File: config.mk
export PLATFORM = sky130hd
export DESIGN_NAME = led_pio_ctrl
export DESIGN_NICKNAME = d
export VERILOG_FILES = /design/src/rtl/led_pio_ctrl.sv
export SDC_FILE = /design/constraint.sdc
export NUM_CORES = 1
export LEC_CHECK = 0
export BUFFER_PORTS_ARGS = -buffer_cell sky130_fd_sc_hd__buf_2
export CAP_MARGIN = 0
export CORE_UTILIZATION = 35
export DETAILED_ROUTE_END_ITERATION = 8
export GPL_TIMING_DRIVEN = 0
export PLACE_DENSITY = 0.51
export SKIP_LAST_GASP = 1
export SYNTH_ARGS = -nofsm -noshare
export SYNTH_HDL_FRONTEND = slang
export SYNTH_SLANG_ARGS = --single-unit
File: constraint.sdc
create_clock -name clk -period 6.5 [get_ports clk]
set_clock_uncertainty 0.1 [all_clocks]
set_input_delay 1.3 -clock clk [delete_from_list [all_inputs] [get_ports clk]]
set_output_delay 1.3 -clock clk [all_outputs]
set_load 0.1 [all_outputs]
File: src/rtl/led_pio_ctrl.sv
// led_pio_ctrl: Avalon-MM output port with DATA/SET/CLEAR/TOGGLE write aliases.
// It also provides per-bit blink enables and a programmable blink prescaler.
// This is a zero-wait-state slave. Read data is combinational and zero-extended.
module led_pio_ctrl #(
    parameter int WIDTH          = 18,
    parameter int PERIOD_W       = 26,
    parameter int DEFAULT_PERIOD = 25000000
) (
    input  logic             clk,
    input  logic             reset,
    input  logic [2:0]       address,
    input  logic             chipselect,
    input  logic             write_n,
    input  logic [31:0]      writedata,
    output logic [31:0]      readdata,
    output logic [WIDTH-1:0] out_port
);

    typedef enum logic [2:0] {
        REG_DATA     = 3'd0,
        REG_BLINK_EN = 3'd1,
        REG_PERIOD   = 3'd2,
        REG_STATUS   = 3'd3,
        REG_SET      = 3'd4,
        REG_CLEAR    = 3'd5,
        REG_TOGGLE   = 3'd6,
        REG_RSVD     = 3'd7
    } reg_addr_e;

    logic [WIDTH-1:0]    data;
    logic [WIDTH-1:0]    blink_en;
    logic [PERIOD_W-1:0] period;
    logic [PERIOD_W-1:0] cnt;
    logic                phase;

    logic                wr;
    logic [WIDTH-1:0]    wd;
    logic [PERIOD_W-1:0] wd_period;
    logic [PERIOD_W-1:0] period_last;
    reg_addr_e           addr;
    logic                unused_writedata;

    assign addr             = reg_addr_e'(address);
    assign wr               = chipselect & ~write_n;
    assign wd               = writedata[WIDTH-1:0];
    assign wd_period        = writedata[PERIOD_W-1:0];
    assign period_last      = period - PERIOD_W'(1);
    assign unused_writedata = ^writedata;

    // DATA register and its SET/CLEAR/TOGGLE write aliases.
    always_ff @(posedge clk) begin
        if (reset) begin
            data <= '0;
        end else if (wr) begin
            case (addr)
                REG_DATA:   data <= wd;
                REG_SET:    data <= data | wd;
                REG_CLEAR:  data <= data & ~wd;
                REG_TOGGLE: data <= data ^ wd;
                default:    ;
            endcase
        end
    end

    // Per-bit blink enable register.
    always_ff @(posedge clk) begin
        if (reset) begin
            blink_en <= '0;
        end else if (wr && addr == REG_BLINK_EN) begin
            blink_en <= wd;
        end
    end

    // The prescaler flips phase every PERIOD cycles. A PERIOD write restarts it in the "on" phase.
    always_ff @(posedge clk) begin
        if (reset) begin
            period <= PERIOD_W'(DEFAULT_PERIOD);
            cnt    <= '0;
            phase  <= 1'b1;
        end else if (wr && addr == REG_PERIOD) begin
            period <= wd_period;
            cnt    <= '0;
            phase  <= 1'b1;
        end else if (period == '0) begin
            cnt    <= '0;
            phase  <= 1'b1;
        end else if (cnt == period_last) begin
            cnt    <= '0;
            phase  <= ~phase;
        end else begin
            cnt    <= cnt + PERIOD_W'(1);
        end
    end

    // Blinking bits are gated by phase; other bits follow DATA directly.
    always_comb begin
        out_port = data & (~blink_en | {WIDTH{phase}});
    end

    // Zero-extended combinational read mux. SET/CLEAR/TOGGLE read back DATA.
    always_comb begin
        readdata = '0;
        case (addr)
            REG_DATA, REG_SET, REG_CLEAR, REG_TOGGLE: readdata[WIDTH-1:0] = data;
            REG_BLINK_EN: readdata[WIDTH-1:0]    = blink_en;
            REG_PERIOD:   readdata[PERIOD_W-1:0] = period;
            REG_STATUS:   readdata[0]            = phase;
            default:      readdata = '0;
        endcase
    end

endmodule

Word level (Yosys, flattened, before mapping)
Cells that the tools add are included.
{"block": "op_classes", "n_mux": 4, "bitwise": 10, "n_eq_ne": 7, "addsub": 2, "reduce_logical": 9}
{"op": "one-hot mux 18 bit (4 select lines)", "count": 1}
{"op": "one-hot mux 17 bit (3 select lines)", "count": 1}
{"op": "AND 18 bit", "count": 2}
{"op": "inverter 18 bit", "count": 2}
{"op": "OR 18 bit", "count": 2}
{"op": "adder 26 x 1 -> 26 bit (second input constant)", "count": 1}
{"op": "equality test 26 bit", "count": 1}
{"op": "zero test 26 bit", "count": 1}
{"op": "subtractor 26 x 1 -> 26 bit (second input constant)", "count": 1}
{"op": "XOR 18 bit", "count": 1}
{"op": "equality test 3 bit (second input constant)", "count": 3}
{"op": "two-way mux 8 bit", "count": 1}
{"op": "OR reduction 4 bit", "count": 2}
{"op": "equality test 3 x 2 -> 1 bit (second input constant)", "count": 2}
{"op": "one-hot mux 1 bit (4 select lines)", "count": 1}
{"op": "nonzero test 4 bit", "count": 1}
{"op": "equality test 3 x 1 -> 1 bit (second input constant)", "count": 1}
{"op": "zero test 3 bit", "count": 1}
{"op": "OR reduction 3 bit", "count": 1}
{"op": "logical AND 1 bit", "count": 2}
{"op": "inverter 1 bit", "count": 2}
{"op": "AND reduction 2 bit", "count": 1}
{"op": "AND 1 bit", "count": 1}
{"block": "totals", "ff_bits": 89}

Depth between registers and ports, before layout
{"block": "depth", "ltp_word": 4, "depth_mapped": 12, "ltp_nobuf": 10}

Worst setup path after synthesis
No wires, ideal clock.
{"block": "synth_timing", "kind": "input port to output port", "startpoint": "in address[1]", "endpoint": "out readdata[21]", "required_ps": 5100, "path_slack_ps": 1055, "stages": 5, "arrival_time_ps": 4045, "path_buffers": 3, "cell_sequence": "clkbuf_1 -> nand2b_1 -> clkbuf_1 -> buf_1 -> nor3_1"}
{"block": "synth_between", "elab_chain_len": 2}
{"element": "from (decl)", "line_no": "11", "rtl": "input logic [2:0] address,"}
{"element": "equality test 3 x 2 -> 1 bit", "line_no": "103", "rtl": "case (addr)"}
{"element": "two-way mux 8 bit", "line_no": "103"}
{"element": "to (decl)", "line_no": "15", "rtl": "output logic [31:0] readdata,"}
No other way between the ends.

Final worst setup path
{"block": "layout_timing", "startpoint": "in address[0]", "endpoint": "out readdata[15]"}
{"block": "layout_between", "elab_chain_len": 3}
{"element": "equality test 3 bit / zero test 3 bit (equally long branches)", "line_no": "103"}
{"element": "OR reduction 4 bit", "line_no": "103"}
{"element": "one-hot mux 17 bit (3 select lines) *", "line_no": "103"}
Mark *: on every way between the ends. The rest lies on a longest branch, timed or not.

==> out/metrics.yaml <==
final_layout:
  drive_gt1_share_pct: 13.83
  fin_nets: 983
  nFillCells: 1780
  diodes: 0
  areaGrowthSynthToFinish_pct: 15.51
clock_network:
  clkLatencyLatePin_ns: 0.34
  cts-root-buf: "clkbuf_16"
  cts_sinks: 89
  clk_pin_slew_worst_paths_ns: 0.07
  post_cts_buffers: 0
  htree_levels: 3
  cts_tree: "built"
  clk_path_buf_depth: 2
  numCtsBuffers: 9
  cts_hold_buf: 0
  cts_resized: 0
drt:
  avgViaCountPerCell: 5.212
  drt-initial-drc-count: 491
  drc: 0
  routed_wl_um: 19190
  num_vias: 5895
  ant_nets: 0
  dr.pass1.iters: 5
  wl_per_cell_um: 16.96
power_and_ir_drop:
  ir_drop_v: 0.0001292
  combinationalPowerShare_pct: 22.7
  p_per_area_nw_per_um2: 197.6
  leakage_nw: 2.864
  netSwitchingFraction_pct: 34.39
  p_clk_share_pct: 36.4
  power_switching_uw: 478.2
  p_int_uw: 912.0
  seq_power_share_pct: 40.8
critical_path:
  worstReg2RegStart: "period[2]"
  crit_fanout: 10
  worstPathRequired_ns: 5.10
  cp.arrival_ns: 3.82
  crit_path_start_kind: "input pin"
  critPathCaptureType: "primary output"
  setup.worst_path.class: "input pin to primary output"
  reg2reg_slack_ns: 3.05
  startpoint: "address[0]"
status:
  status: "finished, final reports clean"
timing:
  hold_slack_ns: 0.3722
  finalHoldViolCount: 0
  worst_pin_slew_ns: 1.041
  setup_viol: 0
  finalCritPeriodShare_pct: 80.38
  period_needed_ns: 5.225
  slew_viol_final: 0
  rsz0062_at_grt: "no"
  slew_headroom_pct: 30.62
  fmax_ghz: 0.1914
  fin_ws_ns: 1.275
  fin_tns_setup_ns: 0
synthesis:
  syn_inst: 817
  yosys.cell_types.count: 53
  synthFlopType: "dfxtp_1"
  synth.avg_cell_area_um2: 7.455
  synth-seq-area-share_pct: 29.25
  synth_warnings: 0
  syn_area_um2: 6091
  synth_edf_count: 0
  async_flop_share_pct: 0
  ys_seq_elements: 89
grt:
  grt_pass1_vias: 5310
  grt_start_max_net_pins: 15
  track_usage_pct: 21.70
  grt_overflow: 0
  antenna_found_initial: 0
  grt_pass1_wl_um: 29970
placed_design:
  pre_cts_ws_ns: 1.302
  finalWeightedCongestion: 0.8265
  dp_hpwl_um: 14330
  io_buffer_count: 73
floorplanning:
  design.die.area_um2: 17930
  start_util_pct: 36.34
  coreArea_um2: 16760
  die_h_um: 133.9
  die_x_um: 133.9
  io_pins: 89
  rows: 47
worst_hold_path:
  holdCritStartpoint: "blink_en[8]"
  hold_path.class: "register to register"
flow_run:
  drv_cap: 0
==> power groups by stage <==
stage / Sequential (mW) / Combinational (mW) / Clock (mW)
floorplan: 0.576 / 0.246 / 0
global placement: 0.580 / 0.314 / 0
detailed placement: 0.580 / 0.314 / 0
CTS: 0.567 / 0.315 / 0.516
global route: 0.569 / 0.337 / 0.544
finish: 0.568 / 0.316 / 0.506
==> final cells by class <==
cell class              instances  area, µm²  share of cell area (%)
multi-input cells             609       3789                   53.85
flip-flops and latches         89       1782                   25.32
repair buffers                 73      365.4                   5.193
plain buffers                  67      325.3                   4.624
well taps                     220      275.3                   3.913
clock buffers                  13      260.3                   3.699
inverters                      57      214.0                   3.041
clock inverters                 3      25.02                  0.3557
==> cells in the mapped netlist, types with 15 or more instances <==
library cell	instances	area, µm²
a211oi_1	20	150.1
a21oi_1	74	370.4
clkbuf_1	52	195.2
dfxtp_1	89	1782
ha_1	38	475.5
inv_1	57	214.0
mux2i_1	17	170.2
nand2_1	112	420.4
nand3_1	15	75.07
nor2_1	77	289.0
nor3_1	37	185.2
o21ai_0	27	135.1
o221a_2	17	191.4
o22ai_1	19	118.9
xnor2_1	31	271.5
xor2_1	27	236.5
==> metrics by stage <==
step | utilization (%) | power (mW) | cells | cell area, µm²
after floorplan | - | 0.8226 | 822 | 6110
after global placement | 40.28 | 0.8937 | 1115 | 6750
after detailed placement | 40.28 | 0.8941 | 1115 | 6750
after CTS | 41.98 | 1.399 | 1131 | 7036
after global routing | 41.98 | 1.449 | 1131 | 7036
final | 41.98 | 1.390 | 1131 | 7036
==> worst paths after layout <==
check,endpoint,cells after the start
worst max-delay path,readdata[15],7
worst min-delay path,blink_en[8],2
worst max register to register,cnt[16],12
worst min register to register,blink_en[8],2
==> cells by family (layout without fill, tap and decap cells) <==
kind of cell | after synthesis | in the layout | synth area share [%]
compound gates | 172 | 172 | 17.97
flops | 89 | 89 | 29.25
other cells | 1 | 6 | 0.06157
fa+ha+maj | 38 | 38 | 7.806
simple gates | 318 | 318 | 24.92
mux | 17 | 17 | 2.794
buf+inv | 124 | 213 | 8.854
xor+xnor | 58 | 58 | 8.340
==> state kept, by name, summed over array words and instances, names as in the netlist <==
| name | cells |
|---|---|
| blink_en | 18 |
| cnt | 26 |
| data | 18 |
| period | 26 |
| phase | 1 |
==> layout by cell type, fill, tap and decap left out, types with 2 or more instances in the layout <==
| cell | instances |
|---|---|
| or3_1 | 2 |
| nand2_1 | 112 |
| inv_1 | 57 |
| and3_1 | 7 |
| xor2_1 | 27 |
| nor2_1 | 77 |
| o22ai_1 | 19 |
| clkinv_4 | 2 |
| o221a_2 | 17 |
| nand3_1 | 15 |
| buf_6 | 2 |
| buf_1 | 2 |
| clkbuf_8 | 2 |
| clkbuf_1 | 54 |
| nor4_1 | 9 |
| o311ai_0 | 2 |
| nand4_1 | 8 |
| and2_1 | 9 |
| conb_1 | 6 |
| nor2b_1 | 3 |
| or4_1 | 7 |
| mux2i_1 | 17 |
| ha_1 | 38 |
| clkbuf_16 | 9 |
| a31oi_1 | 5 |
| nand2b_1 | 7 |
| buf_4 | 6 |
| a211oi_1 | 20 |
| nor3_1 | 37 |
| a21oi_1 | 74 |
| buf_2 | 76 |
| xnor2_1 | 31 |
| dfxtp_1 | 89 |
| nand3b_1 | 13 |
| o21ai_0 | 27 |
| buf_12 | 2 |
==> layer usage <==
layer | share of wire (%) | up-vias | GRT usage, %
met3 | 4.4 | 12 | 3.023
met4 | 1.1 | 0 | 5.303
met5 | 0 | - | 0
met1 | 50 | 2766 | 31.22
li1 | - | 2971 | -
met2 | 45 | 146 | 33.88
==> worst max-delay path, stage by stage <==
cell and delay, ns:
buf_2 0.11, clkbuf_1 0.39, nor2_1 0.08, nor2_1 0.68, clkbuf_1 0.52, o221a_2 0.31
buf_2 0.43
(Power assumes the default switching activity.)
